--- src/rtl/imm_pkg.sv ---
// Shared definitions for the immediate-extension stage: mode encodings,
// buffer occupancy states, default widths and the buffered entry layout.
package imm_pkg;

  localparam int DEF_DATA_W    = 16;
  localparam int DEF_BR_W      = 9;
  localparam int DEF_MEM_W     = 4;
  localparam int DEF_IMM_W     = 8;
  localparam int DEF_MEM_SHIFT = 0;
  localparam int DEF_ERR_CNT_W = 8;
  localparam int MODE_W        = 3;

  // Extension modes; encodings 5..7 are illegal.
  typedef enum logic [MODE_W-1:0] {
    IMM_BR  = 3'd0,
    IMM_MEM = 3'd1,
    IMM_IMM = 3'd2,
    IMM_LLB = 3'd3,
    IMM_LHB = 3'd4
  } imm_mode_e;

  // Occupancy of the main/skid register pair.
  typedef enum logic [1:0] {
    ST_EMPTY = 2'd0,
    ST_ONE   = 2'd1,
    ST_FULL  = 2'd2
  } buf_state_e;

  // Buffered entry at default widths. The pipeline declares the same layout
  // locally so it follows a non-default DATA_W.
  typedef struct packed {
    logic [DEF_DATA_W-1:0] imm;
    logic [MODE_W-1:0]     mode;
    logic                  err;
    logic [DEF_DATA_W-1:0] target;
  } imm_entry_t;

  // True for the five defined extension modes.
  function automatic logic mode_is_legal(input logic [MODE_W-1:0] m);
    return (m <= MODE_W'(IMM_LHB));
  endfunction

endpackage

--- src/rtl/imm_ext_comb.sv ---
// Purely combinational immediate extension for one instruction/mode pair.
// Optional branch-target adder enabled by defining IMM_BRTARGET_EN.
module imm_ext_comb
  import imm_pkg::*;
#(
  parameter int DATA_W    = DEF_DATA_W,
  parameter int BR_W      = DEF_BR_W,
  parameter int MEM_W     = DEF_MEM_W,
  parameter int IMM_W     = DEF_IMM_W,
  parameter int MEM_SHIFT = DEF_MEM_SHIFT
) (
  input  logic [DATA_W-1:0] instr,
  input  logic [MODE_W-1:0] mode,
  input  logic [DATA_W-1:0] pc,
  output logic [DATA_W-1:0] imm,
  output logic              err,
  output logic [DATA_W-1:0] target
);

  logic [DATA_W-1:0] br_ext;
  logic [DATA_W-1:0] mem_ext;
  logic [DATA_W-1:0] imm_ext;
  logic [DATA_W-1:0] llb_ext;
  logic [DATA_W-1:0] lhb_ext;
  logic              unused_instr;

  // Extend to the full width first, then shift; bits shifted past DATA_W drop.
  assign br_ext  = DATA_W'(signed'(instr[BR_W-1:0])) << 1;
  assign mem_ext = DATA_W'(signed'(instr[MEM_W-1:0])) << MEM_SHIFT;
  assign imm_ext = DATA_W'(signed'(instr[IMM_W-1:0]));
  assign llb_ext = DATA_W'(instr[7:0]);
  assign lhb_ext = DATA_W'({instr[7:0], 8'h00});

  // Upper instruction bits only matter to the decoder, not to extension.
  assign unused_instr = ^instr;

  // Select the extension for the mode; illegal modes give zero and flag err.
  always_comb begin
    imm = '0;
    err = 1'b0;
    case (mode)
      IMM_BR:  imm = br_ext;
      IMM_MEM: imm = mem_ext;
      IMM_IMM: imm = imm_ext;
      IMM_LLB: imm = llb_ext;
      IMM_LHB: imm = lhb_ext;
      default: err = 1'b1;
    endcase
  end

`ifdef IMM_BRTARGET_EN
  // Branch target is PC+2 plus the scaled offset, wrapping at DATA_W.
  assign target = (mode == IMM_BR) ? (pc + br_ext) : '0;
`else
  logic unused_pc;
  assign unused_pc = ^pc;
  assign target    = '0;
`endif

endmodule

--- src/rtl/imm_ext_pipe.sv ---
// Registered immediate-extension stage with a two-entry skid buffer.
// Handshake: a transfer happens on a rising edge where valid && ready are both
// high; valid must not depend on ready, and a presented output entry holds its
// payload stable until it is taken.
// Optional branch-target adder enabled by defining IMM_BRTARGET_EN.
module imm_ext_pipe
  import imm_pkg::*;
#(
  parameter int DATA_W    = DEF_DATA_W,
  parameter int BR_W      = DEF_BR_W,
  parameter int MEM_W     = DEF_MEM_W,
  parameter int IMM_W     = DEF_IMM_W,
  parameter int MEM_SHIFT = DEF_MEM_SHIFT,
  parameter int ERR_CNT_W = DEF_ERR_CNT_W
) (
  input  logic                 clk,
  input  logic                 rst,
  input  logic                 flush,
  input  logic                 in_valid,
  output logic                 in_ready,
  input  logic [DATA_W-1:0]    in_instr,
  input  logic [MODE_W-1:0]    in_mode,
  input  logic [DATA_W-1:0]    in_pc,
  output logic                 out_valid,
  input  logic                 out_ready,
  output logic [DATA_W-1:0]    out_imm,
  output logic [MODE_W-1:0]    out_mode,
  output logic                 out_err,
  output logic [DATA_W-1:0]    out_target,
  output logic [ERR_CNT_W-1:0] err_cnt,
  output buf_state_e           dbg_state
);

  typedef struct packed {
    logic [DATA_W-1:0] imm;
    logic [MODE_W-1:0] mode;
    logic              err;
    logic [DATA_W-1:0] target;
  } entry_t;

  buf_state_e            state_q;
  buf_state_e            state_d;
  entry_t                in_entry;
  entry_t                main_q;
  entry_t                skid_q;
  logic                  in_ready_q;
  logic [ERR_CNT_W-1:0]  err_cnt_q;
  logic [DATA_W-1:0]     ext_imm;
  logic                  ext_err;
  logic [DATA_W-1:0]     ext_target;
  logic                  accept;
  logic                  drain;
  logic                  load_new;
  logic                  load_skid;
  logic                  skid_to_main;

  imm_ext_comb #(
    .DATA_W    (DATA_W),
    .BR_W      (BR_W),
    .MEM_W     (MEM_W),
    .IMM_W     (IMM_W),
    .MEM_SHIFT (MEM_SHIFT)
  ) u_ext (
    .instr  (in_instr),
    .mode   (in_mode),
    .pc     (in_pc),
    .imm    (ext_imm),
    .err    (ext_err),
    .target (ext_target)
  );

  assign in_entry = {ext_imm, in_mode, ext_err, ext_target};

  assign accept = in_valid && in_ready_q;
  assign drain  = out_valid && out_ready;

  // Occupancy transitions and which register loads what this cycle.
  always_comb begin
    state_d      = state_q;
    load_new     = 1'b0;
    load_skid    = 1'b0;
    skid_to_main = 1'b0;
    case (state_q)
      ST_EMPTY: begin
        if (accept) begin
          state_d  = ST_ONE;
          load_new = 1'b1;
        end
      end
      ST_ONE: begin
        if (accept && drain) begin
          load_new = 1'b1;
        end else if (accept) begin
          state_d   = ST_FULL;
          load_skid = 1'b1;
        end else if (drain) begin
          state_d = ST_EMPTY;
        end
      end
      ST_FULL: begin
        // in_ready is low here, so only a drain can happen.
        if (drain) begin
          state_d      = ST_ONE;
          skid_to_main = 1'b1;
        end
      end
      default: state_d = ST_EMPTY;
    endcase
    // Flush empties the buffer; payload registers keep their last values.
    if (flush) begin
      state_d      = ST_EMPTY;
      load_new     = 1'b0;
      load_skid    = 1'b0;
      skid_to_main = 1'b0;
    end
  end

  // Occupancy state and the registered ready (low exactly while FULL).
  always_ff @(posedge clk or posedge rst) begin
    if (rst) begin
      state_q    <= ST_EMPTY;
      in_ready_q <= 1'b1;
    end else begin
      state_q    <= state_d;
      in_ready_q <= (state_d != ST_FULL);
    end
  end

  // Main (output) register: takes the new entry or the older skid entry.
  always_ff @(posedge clk or posedge rst) begin
    if (rst) begin
      main_q <= '0;
    end else if (skid_to_main) begin
      main_q <= skid_q;
    end else if (load_new) begin
      main_q <= in_entry;
    end
  end

  // Skid register: holds the entry that arrived while main was stalled.
  always_ff @(posedge clk or posedge rst) begin
    if (rst) begin
      skid_q <= '0;
    end else if (load_skid) begin
      skid_q <= in_entry;
    end
  end

  // Saturating count of accepted illegal modes; flush does not clear it.
  always_ff @(posedge clk or posedge rst) begin
    if (rst) begin
      err_cnt_q <= '0;
    end else if (accept && ext_err && (err_cnt_q != {ERR_CNT_W{1'b1}})) begin
      err_cnt_q <= err_cnt_q + 1'b1;
    end
  end

  assign in_ready   = in_ready_q;
  assign out_valid  = (state_q != ST_EMPTY);
  assign out_imm    = main_q.imm;
  assign out_mode   = main_q.mode;
  assign out_err    = main_q.err;
  assign out_target = main_q.target;
  assign err_cnt    = err_cnt_q;
  assign dbg_state  = state_q;

endmodule

--- config.mk ---
export PLATFORM = sky130hd
export DESIGN_NAME = imm_ext_pipe
export DESIGN_NICKNAME = d
export VERILOG_FILES = /design/src/rtl/imm_pkg.sv /design/src/rtl/imm_ext_comb.sv /design/src/rtl/imm_ext_pipe.sv
export SDC_FILE = /design/constraint.sdc
export NUM_CORES = 1
export LEC_CHECK = 0
export BUFFER_PORTS_ARGS = -buffer_cell sky130_fd_sc_hd__buf_2
export CELL_PAD_IN_SITES_DETAIL_PLACEMENT = 1
export CELL_PAD_IN_SITES_GLOBAL_PLACEMENT = 1
export CORE_UTILIZATION = 38
export CTS_CLUSTER_SIZE = 8
export DETAILED_ROUTE_END_ITERATION = 8
export PLACE_DENSITY_LB_ADDON = 0.08
export SLEW_MARGIN = 20
export SYNTH_ARGS = -nofsm -noshare
export SYNTH_HDL_FRONTEND = slang
export SYNTH_SLANG_ARGS = --single-unit
--- constraint.sdc ---
create_clock -name clk -period 2.05 [get_ports clk]
set_clock_uncertainty 0.15 [all_clocks]
set_input_delay 0.41 -clock clk [delete_from_list [all_inputs] [get_ports clk]]
set_output_delay 0.41 -clock clk [all_outputs]
set_load 0.03 [all_outputs]
* Yosys cells after proc, flatten, opt, wreduce, memory -nomap -nowiden
Cells that the tools add are included.
** Word-level totals
- Register bits :: 67
- Bits of input ports :: 40
- Output and inout bits :: 48
- Word-level logic and storage cells :: 50
** Cells by class
- Add/subtract/negate cells :: 1
- Eq/ne operators :: 8
- Multiplexer cells :: 21
- Reduce and logical (&&, ||, !) cells :: 10
** Operator list (number)
- one-hot mux 16 bit (5 select lines) :: 1
- two-way mux 36 bit :: 2
- two-way mux 2 bit :: 6
- two-way mux 1 bit :: 10
- adder 8 x 1 -> 8 bit (second input constant) :: 1
- inequality test 8 bit (second input constant) :: 1
- == test 3 x 2 -> 1 bit (second input constant) :: 2
- one-hot mux 2 bit (3 select lines) :: 1
- logical AND 1 bit :: 5
- OR reduction 5 bit :: 1
- nonzero test 2 bit :: 2
- == test 3 x 1 -> 1 bit (second input constant) :: 1
- == test 3 bit (second input constant) :: 1
- zero test 3 bit :: 1
- == test 2 x 1 -> 1 bit (second input constant) :: 1
- == test 2 bit (second input constant) :: 1
- zero test 2 bit :: 1
- inequality test 2 bit (second input constant) :: 1
- one-hot mux 1 bit (2 select lines) :: 1

* Longest topological paths before layout
- Depth in word-level cells :: 8
- Depth in mapped cells :: 6
- Depth with buffers taken out :: 5

* Cells and area by module
A second synthesis with hierarchy kept.
** Second synthesis, totals
- Cells, all modules :: 356
- Area, all modules :: 4057.6 um^2
** By module, submodules not included
- imm_ext_pipe :: times used 1, cells an instance 285, area each 3602.2 um^2, sequential area each 2078.2 um^2
- imm_ext_comb :: times used 1, cells an instance 71, area each 455.4 um^2, sequential area each 0.0 um^2

* Worst setup path after synthesis
Ideal clock, no wire load.
- Path type :: register to register
- Start :: register err_cnt_q[0] (netlist: err_cnt[0])
- End :: register err_cnt_q[1] (netlist: err_cnt[1])
- Library setup time :: 0.125 ns
- Arrival :: 1.629 ns
- Data required time :: 1.775 ns
- Setup slack :: 0.146 ns
- Cell stages (with the launch flop) :: 5
- Path buffers :: 0
- Clock period less this slack :: 1.904 ns
- Cell sequence :: dfrtp_1 -> ha_1 -> and3_1 -> a311o_1 -> mux2_2
** On the way
- Longest elaborated chain between the ends :: 2
- Elaborated cells between the ends (all ways) :: 3
- Those cells by class :: add/sub: 1; eq/ne: 1; reduce/logical: 1
** RTL lines
- start, declared :: line imm_ext_pipe.sv:47 : logic [ERR_CNT_W-1:0] err_cnt_q;
- start signal, assigned :: line imm_ext_pipe.sv:154 : err_cnt_q <= err_cnt_q + 1'b1;
- parallel branches: the longest is 2 deep, another holds adder 8 x 1 -> 8 bit
Parallel ways; which one is timed is not known.
A chain may end at the register's enable or synchronous reset.

* Final worst setup path
- Start :: register state_q[1] (netlist: dbg_state[1])
- End :: output out_valid
** On the way
- Longest elaborated chain between the ends :: 1
** RTL lines
- start, declared :: line imm_ext_pipe.sv:41 : buf_state_e state_q;
- start signal, assigned :: line imm_ext_pipe.sv:124 : state_q <= state_d;
- nonzero test 2 bit :: line imm_ext_pipe.sv:159 : assign out_valid = (state_q != ST_EMPTY);
- end, declared :: line imm_ext_pipe.sv:24 : output logic out_valid,
Every way passes these cells.

==> run_results.csv <==
group,metric,value,unit
sta,fmax,533,MHz
power,ir_drop,478,uV
worst_setup_path,worstSetupEndpointType,"output pin",
sta,fin_hold_ws,-0.00635,ns
sta,fin_crit,1.88,ns
finish,layout-drive-gt1-share,0.281,
sta,tightestPinTransition,0.698,ns
placed_design,dp.cells,372,
worst_setup_path,slowest_stage,"dfrtp_1",
finish,n_fill_cell,769,
route,drt_iter0_markers,61,
worst_setup_path,path_buf_inv,2,
synth,post-synth-top-count-cell,"dfrtp_1",
clock_tree,cts-root-buf,"clkbuf_8",
route,firstDrtPassIters,6,
clock_tree,ctsLongestPathBuffers,2,
sta,fin_crit_sh,0.915,
outcome,violations,"design-rule violations, negative hold slack",
worst_setup_path,r2r-start,"err_cnt[0]",
worst_setup_path,crit_start,"dbg_state[1]",
clock_tree,clock_latency,0.30,ns
synth,synth_top_area_cell,"dfrtp_1",
synth,ys_seq_elements,51,
worst_setup_path,start_kind,"flip-flop",
worst_setup_path,cp_cell_sequence,"buf_4 > or2_2 > buf_2",
synth,synth-edff-count,0,
sta,finalMaxSlewViolations,0,
finish,nNetsFinal,343,
clock_tree,cts_tree,"done",
sta,hold_viol,16,
synth,ys_seq_area_frac,0.496,
floorplanning,rows,29,
route,wl_per_cell,15.7,um
finish,fin_cells,380,
floorplanning,core_area,6460,um2
sta,rsz0062_at_grt,"no",
clock_tree,cts_hold_buf,0,
route,routed_wl,5970,um
global_routing,antenna_found_initial,0,
flow_run,maxCapViolCount,0,
placed_design,gp_congestion,0.742,
route,antenna_left,0,
synth,synthFlopType,"dfrtp_1",
clock_tree,cts.clk_slew.worst_paths,0.09,ns
clock_tree,cts_resized,0,
clock_tree,cts_made_buffers,5,
floorplanning,die_w,84.3,um
sta,setup_viol,0,
synth,postSynthCellCount,247,
global_routing,grt_pass1_wl,10100,um
synth,syn_area_per_cell,10.4,um2
route,drc,8,
sta,setup-tns-final,0,ns
worst_setup_path,cp.arrival,1.32,ns
clock_tree,cts_max_level,2,
power,power.density,931,nW/um2
clock_tree,clock_sinks,51,
sta,slew_headroom,0.531,
synth,async_flop_share,1.00,
floorplanning,fp.dieH,84.3,um
worst_setup_path,slowest_delay,0.41,ns
finish,diodes,0,
route,vias,2042,
outcome,status,"finished, violations left",
placed_design,portBuffers,48,
global_routing,grt_start_max_net_pins,52,
worst_setup_path,crit_fanout,7,
worst_setup_path,critical_path_required,1.49,ns
clock_tree,cts_setup_buffers,0,
synth,synth_top_area_frac,0.486,
synth,ys_top_cells_by_area,"dfrtp_1 49%, mux2_2 4.8%, buf_4 4.7%, o21ai_0 3.3%, mux2i_1 3.1%",
placed_design,dp_hpwl,4200,um
floorplanning,start_util,0.398,
worst_setup_path,worstSetupPathType,"reg2out",
global_routing,grt-ovfl-total,0,
worst_setup_path,crit_family,"flip-flops",
finish,syn_to_final_growth,16.8,%
synth,netlist_top_cells_count,"50 x dfrtp_1, 20 x nand2_1, 17 x o21ai_0",
global_routing,grt_pass1_vias,2058,
worst_hold_path,min_path_type,"in2async",
synth,ys_types,49,
global_routing,grt.total_usage,0.179,
floorplanning,die_area,7110,um2
power,p_leak,0.00146,uW
route,via_per_inst,5.37,
synth,yosysWarnings,0,
floorplanning,io_pins,88,
synth,syn_area,2570,um2
[worst min-delay path: cells and delay by family]
family	cells	cell delay, ns
buffers and inverters	3	0.42
[area by class of cell]
class	instances	area (um2)	share of cell area
inverters	6	22.5	0.00749
well taps	77	96.3	0.0320
multi-input cells	175	1140	0.379
clock buffers	8	80.1	0.0266
flip-flops and latches	51	1280	0.425
repair buffers	63	390	0.130
[cell usage in the layout, fill, tap and decap left out, types with 2 or more instances in the layout]
cell / n
a21oi_1: 5
a22oi_1: 9
nor3_1: 15
a211oi_1: 5
nor2_1: 7
o21a_1: 3
mux2_2: 11
a21o_1: 3
and3_1: 2
nand2_1: 20
clkbuf_1: 3
mux2i_1: 8
nand3_1: 5
nand2b_1: 2
nor4bb_1: 4
inv_1: 5
o22ai_1: 4
buf_2: 48
o31ai_1: 3
a221o_1: 3
dfrtp_1: 50
buf_4: 12
nor2b_1: 8
clkbuf_8: 5
o21ai_0: 17
buf_12: 3
conb_1: 16
a22o_1: 3
nor3b_1: 3
[path summary, 6_finish.rpt]
path / end / cells after the start / slack (ns)
setup reg to reg: err_cnt[1] / 4 / 0.18
hold / removal: out_mode[2] / 3 / -0.006
max in group asynchronous: in_ready / 3 / 1.48
setup / recovery: out_valid / 3 / 0.17
hold reg to reg: skid_q[35] / 2 / 0.34
min in group clk: dbg_state[1] / 2 / 0.19
[layer usage]
metal	share of wire	vias to the layer above	global-route usage
met5	0	-	0
met4	0.010	0	0.0580
met3	0.033	5	0.0246
met2	0.46	39	0.284
met1	0.49	1019	0.253
li1	-	979	-
[per-stage QoR]
stage          worst slack, ns  total power [uW]  area [um2]   util  hold slack, ns
5_1_grt                 0.0663              2970        3010  0.466          0.0149
4_1_cts                  0.159              2840        3010  0.466        0.000335
3_5_place_dp             0.117              2270        2930  0.453           0.326
3_3_place_gp             0.135              2240        2930  0.453           0.305
6_report                 0.174              2800        3010  0.466        -0.00635
2_1_floorplan            0.146              2010        2630      -           0.299
[registers in the layout, summed over array words and instances, names as in the netlist]
name / cells
skid_q: 20
err_cnt: 8
out_imm: 16
dbg_state: 2
in_ready: 1
out_mode: 3
out_err: 1
[cells by family after synthesis]
| logic type | Yosys count | synth area share |
|---|---|---|
| mux | 19 | 0.0792 |
| flops | 51 | 0.496 |
| other cells | 1 | 0.00146 |
| simple gates | 74 | 0.158 |
| xor+xnor | 2 | 0.00681 |
| buf+inv | 36 | 0.0826 |
| compound gates | 63 | 0.171 |
| fa+ha+maj | 1 | 0.00486 |
[report_power, final]
group	total (uW)	switching, uW	internal (uW)	leakage (uW)
Sequential	1370	156	1220	0.000653
Clock	561	318	244	0.0000395
Combinational	865	553	312	0.000772
Total	2800	1030	1770	0.00146
(Power assumes the default switching activity.)
